File: config.mk
export PLATFORM = sky130hd
export DESIGN_NAME = rr_arbiter4
export DESIGN_NICKNAME = d
export VERILOG_FILES = /design/src/rtl/arb_pkg.sv /design/src/rtl/rr_pick.sv /design/src/rtl/rr_arbiter4.sv
export SDC_FILE = /design/constraint.sdc
export NUM_CORES = 1
export LEC_CHECK = 0
export CORE_MARGIN = 4
export CORE_UTILIZATION = 47
export CTS_CLUSTER_DIAMETER = 80
export DETAILED_ROUTE_END_ITERATION = 10
export HOLD_SLACK_MARGIN = 0.15
export PLACE_DENSITY = 0.74
export SLEW_MARGIN = 40
export SYNTH_ARGS = -nofsm -noshare
export SYNTH_HDL_FRONTEND = slang
export SYNTH_SLANG_ARGS = --single-unit
File: constraint.sdc
create_clock -name clk -period 2.7 [get_ports clk]
set_input_delay 0.54 -clock clk [delete_from_list [all_inputs] [get_ports clk]]
set_output_delay 0.54 -clock clk [all_outputs]
set_load 0.005 [all_outputs]
File: src/rtl/arb_pkg.sv
// Shared types and widths for the four-requester round-robin arbiter.
package arb_pkg;

    localparam int unsigned N_REQ  = 4;
    localparam int unsigned ID_W   = 2;
    localparam int unsigned HOLD_W = 8;

    typedef enum logic {ARB_IDLE, ARB_GRANT} arb_state_t;

    // Priority pointer advance; 2-bit arithmetic wraps 3 -> 0.
    function automatic logic [ID_W-1:0] ptr_after(input logic [ID_W-1:0] idx);
        return idx + ID_W'(1);
    endfunction

endpackage

File: src/rtl/rr_pick.sv
// Combinational rotated-priority picker: first set req bit at or after ptr, wrapping.
module rr_pick
    import arb_pkg::*;
(
    input  logic [N_REQ-1:0] req,
    input  logic [ID_W-1:0]  ptr,
    output logic [N_REQ-1:0] onehot,
    output logic [ID_W-1:0]  idx,
    output logic             any
);

    logic [N_REQ-1:0] rot;
    logic [ID_W-1:0]  off;

    always_comb begin
        // Rotate so that requester ptr lands at bit 0.
        rot = N_REQ'({req, req} >> ptr);
        off = '0;
        for (int i = N_REQ - 1; i >= 0; i--) begin
            if (rot[i]) off = ID_W'(i);
        end
        any    = |req;
        idx    = any ? ptr + off : '0;
        onehot = any ? (N_REQ'(1) << idx) : '0;
    end

endmodule

File: src/rtl/rr_arbiter4.sv
// Four-way round-robin arbiter with registered one-hot grant.
// Define ARB_HOLD_LIMIT_EN to pre-empt an owner after MAX_HOLD consecutive cycles.
module rr_arbiter4
    import arb_pkg::*;
#(
    parameter int unsigned MAX_HOLD = 8
) (
    input  logic             clk,
    input  logic             reset,
    input  logic [N_REQ-1:0] req,
    output logic [N_REQ-1:0] grant,
    output logic [ID_W-1:0]  gnt_id,
    output logic             gnt_valid,
    output logic             preempt
);

    if (MAX_HOLD < 2 || MAX_HOLD > 255) begin : g_bad_max_hold
        $error("rr_arbiter4: MAX_HOLD must be in 2..255");
    end

    arb_state_t       state_q, state_d;
    logic [N_REQ-1:0] grant_q, grant_d;
    logic [ID_W-1:0]  owner_q, owner_d;
    logic [ID_W-1:0]  ptr_q, ptr_d;
    logic [N_REQ-1:0] pick_req, pick_onehot;
    logic [ID_W-1:0]  pick_idx;
    logic             pick_any;
    logic             take;

`ifdef ARB_HOLD_LIMIT_EN
    localparam logic [HOLD_W-1:0] HoldLast = HOLD_W'(MAX_HOLD - 1);
    logic [HOLD_W-1:0] cnt_q, cnt_d;
    logic              preempt_q, preempt_d;
`endif

    // The owner is masked so a released request cannot win the same edge.
    assign pick_req = req & ~grant_q;

    rr_pick u_pick (
        .req    (pick_req),
        .ptr    (ptr_q),
        .onehot (pick_onehot),
        .idx    (pick_idx),
        .any    (pick_any)
    );

    always_ff @(posedge clk) begin
        if (!reset) begin
            state_q   <= ARB_IDLE;
            grant_q   <= '0;
            owner_q   <= '0;
            ptr_q     <= '0;
`ifdef ARB_HOLD_LIMIT_EN
            cnt_q     <= '0;
            preempt_q <= 1'b0;
`endif
        end else begin
            state_q   <= state_d;
            grant_q   <= grant_d;
            owner_q   <= owner_d;
            ptr_q     <= ptr_d;
`ifdef ARB_HOLD_LIMIT_EN
            cnt_q     <= cnt_d;
            preempt_q <= preempt_d;
`endif
        end
    end

    always_comb begin
        state_d = state_q;
        grant_d = grant_q;
        owner_d = owner_q;
        ptr_d   = ptr_q;
        take    = 1'b0;
`ifdef ARB_HOLD_LIMIT_EN
        cnt_d     = cnt_q;
        preempt_d = 1'b0;
`endif
        unique case (state_q)
            ARB_IDLE: begin
                take = pick_any;
            end
            ARB_GRANT: begin
                if (req[owner_q]) begin
`ifdef ARB_HOLD_LIMIT_EN
                    // At the limit: rotate if anyone else waits, otherwise saturate.
                    if (cnt_q == HoldLast) begin
                        take      = pick_any;
                        preempt_d = pick_any;
                    end else begin
                        cnt_d = cnt_q + HOLD_W'(1);
                    end
`endif
                end else if (pick_any) begin
                    take = 1'b1;
                end else begin
                    state_d = ARB_IDLE;
                    grant_d = '0;
                    owner_d = '0;
                end
            end
            default: state_d = ARB_IDLE;
        endcase
        if (take) begin
            state_d = ARB_GRANT;
            grant_d = pick_onehot;
            owner_d = pick_idx;
            ptr_d   = ptr_after(pick_idx);
`ifdef ARB_HOLD_LIMIT_EN
            cnt_d   = '0;
`endif
        end
    end

    always_comb begin
        grant     = grant_q;
        gnt_id    = owner_q;
        gnt_valid = (state_q == ARB_GRANT);
`ifdef ARB_HOLD_LIMIT_EN
        preempt   = preempt_q;
`else
        preempt   = 1'b0;
`endif
    end

endmodule
Word-level counts from Yosys, hierarchy flattened:

Index checks and enable logic that the tools add are counted.

* bits in latches: 0
* RAM bits: 0
* memories kept: 0
* word-level logic and storage cells: 39
* memory bits (read-only): 0
* register bits after elaboration: 9

* $lt $le $gt $ge: 1
* mux-type cells: 22
* add/subtract/negate cells: 2
* eq/ne operators: 2
* bitwise gates (word level): 3
* div/mod/pow operators: 0
* reduce and logical (&&, ||, !) cells: 3
* shift-type cells: 2
* $mul: 0

Operators by type and width (count)
* $mux W4: 5
* $mux W2: 9
* $shr A8 B2 Y4: 1
* $mux W1: 6
* $and A4 B4 Y4: 1
* $not A4 Y4: 1
* $reduce_or A4 Y1: 1
* $shl A1 B2 Y4 const A: 1
* $lt A2 B3 Y1 const B: 1
* $reduce_and A3 Y1: 1
* $add A2 B1 Y2 const B: 1
* $add A2 B2 Y2: 1
* $bmux W1 S2: 1
* $ne A2 B1 Y1 const B: 1
* $ne A2 B2 Y1 const B: 1
* $pmux W1 S2: 1
* $reduce_bool A2 Y1: 1
* $not A1 Y1: 1

Longest topological paths before layout:

Gate-level depths: netlist of run 1.

* word-level depth: 12
* depth in mapped cells: 12
* depth with buffers taken out: 11

Hierarchy:

From an unflattened synthesis of run 1, not the netlist that was laid out.

* cells, all modules: 88
* area, all modules: 739.5 um2

Modules (own cells, without submodules)
* rr_arbiter4: times used 1, area an instance 445.4 um2, seq. area each 180.2 um2, cells an instance 51
* rr_pick: times used 1, area an instance 294.0 um2, seq. area each 0.0 um2, cells an instance 37

Least setup slack after synthesis of run 1:

OpenSTA, ideal clock, no wires.

* path type: input to register
* start point: in req[3]
* end point: reg ptr_q[1]
* stages on the path: 11
* arrival time: 2.087 ns
* data required time: 2.584 ns
* slack: 0.497 ns
* library setup time: 0.116 ns
* path through: nand2b_1 o21ai_0 o21a_1 a21oi_1 o22ai_1 ha_1 xor2_2 and2_1 ha_1 nand2_1 o211a_1

* word-level cells in the longest chain between the ends: 9

RTL lines
* start, declared: line rr_arbiter4.sv:10 `input logic [N_REQ-1:0] req,`
* $and A4 B4 Y4: line rr_arbiter4.sv:37 `assign pick_req = req & ~grant_q;`
* $shr A8 B2 Y4: line rr_pick.sv:17 `rot = N_REQ'({req, req} >> ptr);`
* $mux W2 (4 in a row): line rr_pick.sv:20 `if (rot[i]) off = ID_W'(i);`
* $add A2 B2 Y2: line rr_pick.sv:23 `idx = any ? ptr + off : '0;`
* $mux W2: line rr_pick.sv:23
* $add A2 B1 Y2: line arb_pkg.sv:12 `return idx + ID_W'(1);`
* end signal, assigned: line rr_arbiter4.sv:61 `ptr_q <= ptr_d;`
* end, declared: line rr_arbiter4.sv:24 `logic [ID_W-1:0] ptr_q, ptr_d;`

Several ways; a longest one is shown, not always the timed one. The select of a mux whose other input is x is not followed.
A chain may end at the register's enable or synchronous reset.

Final worst setup path of run 1:

* start point: in req[0]
* end point: reg grant_q[2] (netlist: grant[2])

* word-level cells in the longest chain between the ends: 11

RTL lines
* $and A4 B4 Y4: line rr_arbiter4.sv:37
* $shr A8 B2 Y4: line rr_pick.sv:17
* $mux W2 (4 in a row): line rr_pick.sv:20
* $add A2 B2 Y2: line rr_pick.sv:23
* $mux W2: line rr_pick.sv:23
* $shl A1 B2 Y4: line rr_pick.sv:24 `onehot = any ? (N_REQ'(1) << idx) : '0;`
* $mux W4: line rr_pick.sv:24
* $mux W4: line rr_arbiter4.sv:104 `if (take) begin`
* end signal, assigned: line rr_arbiter4.sv:59 `grant_q <= grant_d;`
* end, declared: line rr_arbiter4.sv:22 `logic [N_REQ-1:0] grant_q, grant_d;`

Several ways; a longest one is shown, not always the timed one. The select of a mux whose other input is x is not followed.

==> results.json, run 1 <==
{
  "power_w": 0.000874,
  "mostFrequentLayoutCell": "clkdlybuf4s50_1",
  "grt_first_pass_wirelength_mm": 2.12,
  "area_delta_synth_final_pct": 29.1,
  "crit_path_end_kind": "register",
  "yosysWarnings": 0,
  "die_w_um": 44.0,
  "reg2reg_from": "ptr_q[0]",
  "syn_nets": 74,
  "max_freq_ghz": 0.394,
  "rows": 12,
  "die_h_um": 44.0,
  "cts_buffers": 3,
  "worst_path_max_delay_cell": "clkdlybuf4s50_1",
  "ys_ff_latch": 9,
  "p_leak_nw": 0.350,
  "setup_viol": 0,
  "clk_path_buf_depth": 2,
  "avgSynthCellArea_um2": 9.39,
  "ctsHtreeMaxLevel": 1,
  "clock_latency_ns": 0.25,
  "place_area_um2": 762,
  "grt_max_degree": 13,
  "crit_fanout": 4,
  "syn_inst": 65,
  "timing.final.max_slew_violations": 0,
  "rsz0062_at_grt": "no",
  "startpoint_type": "input pin",
  "status": "complete, no violations",
  "vdd_drop_max_mv": 0.592,
  "layout_common_cells": "clkdlybuf4s50_1, dfxtp_1, buf_4",
  "grt.total_usage_pct": 14.2,
  "hp-class": "reg -> reg",
  "wl_per_cell_um": 13.3,
  "drt_iter0_markers": 7,
  "r2r_slack_ns": 0.42,
  "top_layer": "met3",
  "yosysSeqAreaShare_pct": 29.5,
  "hpwl_mm": 1.01,
  "drc_errors": 0,
  "antenna_cells": 0,
  "synth_area_um2": 611,
  "worstSetupPathType": "in -> reg",
  "critPathBufInv": 1,
  "cts_sinks": 9,
  "nNetsFinal": 93,
  "drv_cap": 0,
  "place_congestion": 0.758,
  "drtPass1Iterations": 3,
  "yosysUniqueCellTypes": 35,
  "root_buffer": "clkbuf_4",
  "hold_slack_ns": 0.500,
  "pin_count": 14,
  "antenna_found_initial": 0,
  "crit_arrival_ns": 2.68,
  "hold_viol": 0,
  "crit_family": "compound AO/OA/AOI/OAI gates",
  "dr_wl_met3_um": 66,
  "min_period_over_period_pct": 93.9,
  "wl_mm": 1.29,
  "met1_length_um": 652,
  "hold_path_end": "gnt_id[0]",
  "vias_per_cell": 5.45,
  "ant_nets": 0,
  "postLayoutCellArea_um2": 788,
  "r2r-end": "grant[2]",
  "period_needed_ns": 2.54,
  "fin_skew_ns": 0.00397,
  "portBuffers": 12,
  "core_um2": 1170,
  "ctsHoldBuffers": 0,
  "p_per_area_nw_per_um2": 1110,
  "via_count": 529,
  "critical_path.cell_chain": "clkdlybuf4s50_1 > nor3b_2 > a21oi_1 > o21a_1 > a21oi_1 > o22ai_1 > ha_1 > xor2_2 > and2_1 > ha_1 > a22oi_1 > nor2b_1",
  "required_ns": 2.84,
  "cp_slowest_stage_delay_ns": 0.53,
  "cts_resized": 0,
  "wl_met2_um": 573,
  "overflow": 0,
  "floorplan.initialDensity_pct": 52.1,
  "dieArea_um2": 1940,
  "drive_gt1_share_pct": 22.9,
  "cts.clk_slew.worst_paths_ns": 0.06,
  "min-delay-start": "gnt_id[0]",
  "first_global_vias": 478,
  "whs_path_depth": 2,
  "cts_tree": "built",
  "worstRegToRegCells": 10,
  "cts_setup_buffers": 0
}
==> cells in the mapped netlist (all sizes together) <==
cell type / number / area, um2
o211ai: 1 / 7.51
mux4: 1 / 22.5
and2: 3 / 21.3
ha: 3 / 37.5
a22oi: 2 / 15.0
o22ai: 1 / 6.26
a21oi: 2 / 10.0
a21boi: 2 / 15.0
mux2i: 2 / 20.0
o2111ai: 1 / 15.0
buf: 4 / 31.3
conb: 1 / 3.75
and3: 2 / 12.5
dfxtp: 9 / 180
nand2b: 3 / 18.8
xor2: 1 / 16.3
o21a: 1 / 7.51
a32o: 1 / 11.3
a31o: 1 / 8.76
o211a: 2 / 20.0
nor3b: 1 / 12.5
nand2: 6 / 25.0
inv: 4 / 15.0
nand3b: 2 / 15.0
a311oi: 1 / 8.76
o21ai: 3 / 18.8
nand3: 1 / 5.00
maj3: 1 / 11.3
nor2b: 3 / 18.8
==> tightest hold or removal path, stage by stage (launching register included) <==
cell and delay [ns]:
dfxtp_1 0.34, nand2_1 0.06, a21boi_1 0.05
==> final cells by class <==
type                    count  area, um2
well taps                  14       17.5
inverters                   4       15.0
flip-flops and latches      9        180
fillers                    97        383
multi-input cells          48        384
repair buffers             18        165
clock buffers               4       26.3
==> sequential cells by signal (all words and copies together) (netlist names) <==
register   cells
grant          4
gnt_id         2
ptr_q          2
gnt_valid      1
==> how the worst max path moves through the flow <==
stage	startpoint	endpoint	slack, ns	cells past startpoint
finish	req[0]	grant[2]	0.16	12
global route	req[0]	grant[2]	0.02	12
CTS	req[0]	grant[2]	0.17	12
detailed placement	req[0]	grant[2]	-0.10	12
global placement	req[1]	ptr_q[1]	-0.04	12
floorplan	req[3]	ptr_q[1]	0.50	11
==> metrics by stage <==
stage          worst slack [ns]  TNS [ns]  cells  utilization, %
5_1_grt                  0.0156         0     97            67.3
3_5_place_dp             -0.100    -0.234     93            65.1
3_3_place_gp            -0.0421   -0.0818     93            65.1
2_1_floorplan             0.497         0     65               -
4_1_cts                   0.168         0     97            67.3
6_report                  0.164         0     97            67.3
==> cells by family after synthesis <==
kind of cell / after synthesis / synth area share (%)
simple gates: 21 / 21.1
compound gates: 18 / 23.6
flops: 9 / 29.5
buf+inv: 8 / 7.58
fa+ha+maj: 4 / 7.99
mux: 3 / 6.97
other cells: 1 / 0.614
xor+xnor: 1 / 2.66
==> where the power goes <==
part	total [W]	leakage [nW]	switching (W)	internal, W
clock	0.000102	0.0150	0.0000447	0.0000568
sequential	0.000245	0.0744	0.0000622	0.000183
combinational	0.000527	0.260	0.000223	0.000304
==> routing by layer <==
layer  vias to the layer above  GRT usage, %
li1                        269             -
met1                       249          19.6
met2                        11          21.8
met3                         0          5.28
met4                         0          1.81
met5                         -             0
(Power assumes the default switching activity.)
==> run 2, diff against run 1 <==
Settings changed: CORE_AREA set to 4 4 41 43, CORE_MARGIN 4 to not set, CORE_UTILIZATION 47 to not set, DIE_AREA set to 0 0 45 47, DONT_BUFFER_PORTS set to 1, PLACE_DENSITY 0.74 to 0.59, SLEW_MARGIN 40 to 30, TNS_END_PERCENT set to 50.
==> results.json, run 2 (synthesis results as in run 1) <==
{
  "wl_per_cell_um": 13.8,
  "via_count": 453,
  "fin_util_pct": 48.0,
  "area_delta_synth_final_pct": 2.25,
  "min_period_over_period_pct": 83.3,
  "drt_iter0_markers": 6,
  "hold_viol": 0,
  "worstSetupPathType": "reg -> reg",
  "root_buffer": "clkbuf_4",
  "path_common_cell": "ha_1",
  "overflow": 0,
  "fillers": 124,
  "pwr-share-clk_pct": 13.4,
  "max_freq_ghz": 0.444,
  "period_needed_ns": 2.25,
  "drc_errors": 0,
  "critical_path.cell_chain": "nand3b_1 > o21ai_0 > o21a_1 > a21oi_1 > o22ai_1 > ha_1 > xor2_2 > and2_1 > ha_1 > nand2_1 > o211a_1",
  "cts_setup_buffers": 0,
  "core_um2": 1300,
  "crit_arrival_ns": 2.45,
  "pwr-share-comb_pct": 52.4,
  "fin_tns_setup_ns": 0,
  "clock_latency_ns": 0.25,
  "wl_met2_um": 451,
  "pin_count": 14,
  "fin_skew_ns": 0.000891,
  "portBuffers": 0,
  "cp_slowest_stage_delay_ns": 0.54,
  "drtPass1Iterations": 4,
  "cts_tree": "built",
  "vdd_drop_max_mv": 0.561,
  "crit_fanout": 10,
  "largest_reg_flops": 4,
  "status": "complete, no violations",
  "p_leak_nw": 0.276,
  "critPathBufInv": 0,
  "die_h_um": 47,
  "grt_first_pass_wirelength_mm": 1.94,
  "layout_common_cells": "dfxtp_1, nand2_1, inv_1",
  "p_sw_share_pct": 40.6,
  "place_congestion": 0.722,
  "ctsHtreeMaxLevel": 1,
  "first_global_vias": 442,
  "grt_max_degree": 13,
  "ant_nets": 0,
  "required_ns": 2.90,
  "drive_gt1_share_pct": 20.0,
  "hpwl_um": 882,
  "met1_length_um": 522,
  "startpoint_type": "register",
  "nNetsFinal": 75,
  "timing.final.max_slew_violations": 0,
  "floorplan.initialDensity_pct": 46.9,
  "dieArea_um2": 2120,
  "grt.total_usage_pct": 12.6,
  "setup_viol": 0,
  "cts_sinks": 9,
  "cts_buffers": 3,
  "vias_per_cell": 5.66,
  "mostFrequentLayoutCell": "dfxtp_1",
  "wl_mm": 1.11,
  "antenna_found_initial": 0,
  "rows": 13,
  "crit_path_end_kind": "register",
  "ctsHoldBuffers": 0,
  "crit_family": "compound AO/OA/AOI/OAI gates",
  "drv_cap": 0,
  "power.switching_w": 0.000298,
  "p_seq_share_pct": 34.2,
  "p_per_area_nw_per_um2": 1180,
  "dr_wl_met3_um": 131,
  "clk_path_buf_depth": 2,
  "die_w_um": 45,
  "antenna_cells": 0,
  "rsz0062_at_grt": "no",
  "cts.clk_slew.worst_paths_ns": 0.05,
  "worst_path_max_delay_cell": "dfxtp_1",
  "hp-class": "in -> reg",
  "cts_resized": 0,
  "top_layer": "met3",
  "intPower_w": 0.000437
}
==> run 2: cell types whose count changed in the layout (fill, tap and decap cells not counted), sizes merged <==
cell	previous run	this run
buf	6	0
clkdlybuf4s50	12	0
==> run 2: stage by stage <==
stage	power, W	hold slack (ns)	area, um2	setup WS [ns]	std cells
after floorplan	0.000591	0.480	611	0.497	65
after global routing	0.000816	0.409	624	0.204	80
after global placement	0.000646	0.522	598	0.365	76
after CTS	0.000749	0.405	624	0.450	80
after detailed placement	0.000646	0.514	598	0.378	76
final	0.000735	0.414	624	0.450	80
==> run 2: power by group through the flow <==
| stage | Clock (W) | Combinational (W) | Sequential, W |
|---|---|---|---|
| floorplan | 0 | 0.000367 | 0.000223 |
| global placement | 0 | 0.000389 | 0.000257 |
| detailed placement | 0 | 0.000389 | 0.000257 |
| CTS | 0.000104 | 0.000391 | 0.000254 |
| global route | 0.000109 | 0.000445 | 0.000262 |
| finish | 0.0000982 | 0.000385 | 0.000252 |
==> run 2: final cells by class <==
class / count / area, um2 / share of cell area, %
well taps: 15 / 18.8 / 3.01
multi-input cells: 48 / 384 / 61.5
inverters: 4 / 15.0 / 2.40
flip-flops and latches: 9 / 180 / 28.9
clock buffers: 4 / 26.3 / 4.21
==> run 2: layer usage <==
metal	vias to the layer above	global-route usage, %
met4	0	7.02
met5	-	0
met1	200	16.4
met3	0	5.36
met2	17	17.5
li1	236	-
==> run 2: final timing paths <==
kind / start / end / slack (ns) / cells after the start
max reg2reg: ptr_q[0] / ptr_q[1] / 0.45 / 11
max: ptr_q[0] / ptr_q[1] / 0.45 / 11
min: reset / ptr_q[1] / 0.41 / 1
min reg2reg: gnt_id[0] / gnt_id[0] / 0.52 / 2
==> run 2: worst register-to-register path, stage by stage (launching register included) <==
cell and delay (ns):
dfxtp_1 0.54, nand3b_1 0.16, o21ai_0 0.13, o21a_1 0.16, a21oi_1 0.03, o22ai_1 0.16, ha_1 0.22, xor2_2 0.23
and2_1 0.17, ha_1 0.22, nand2_1 0.06, o211a_1 0.13
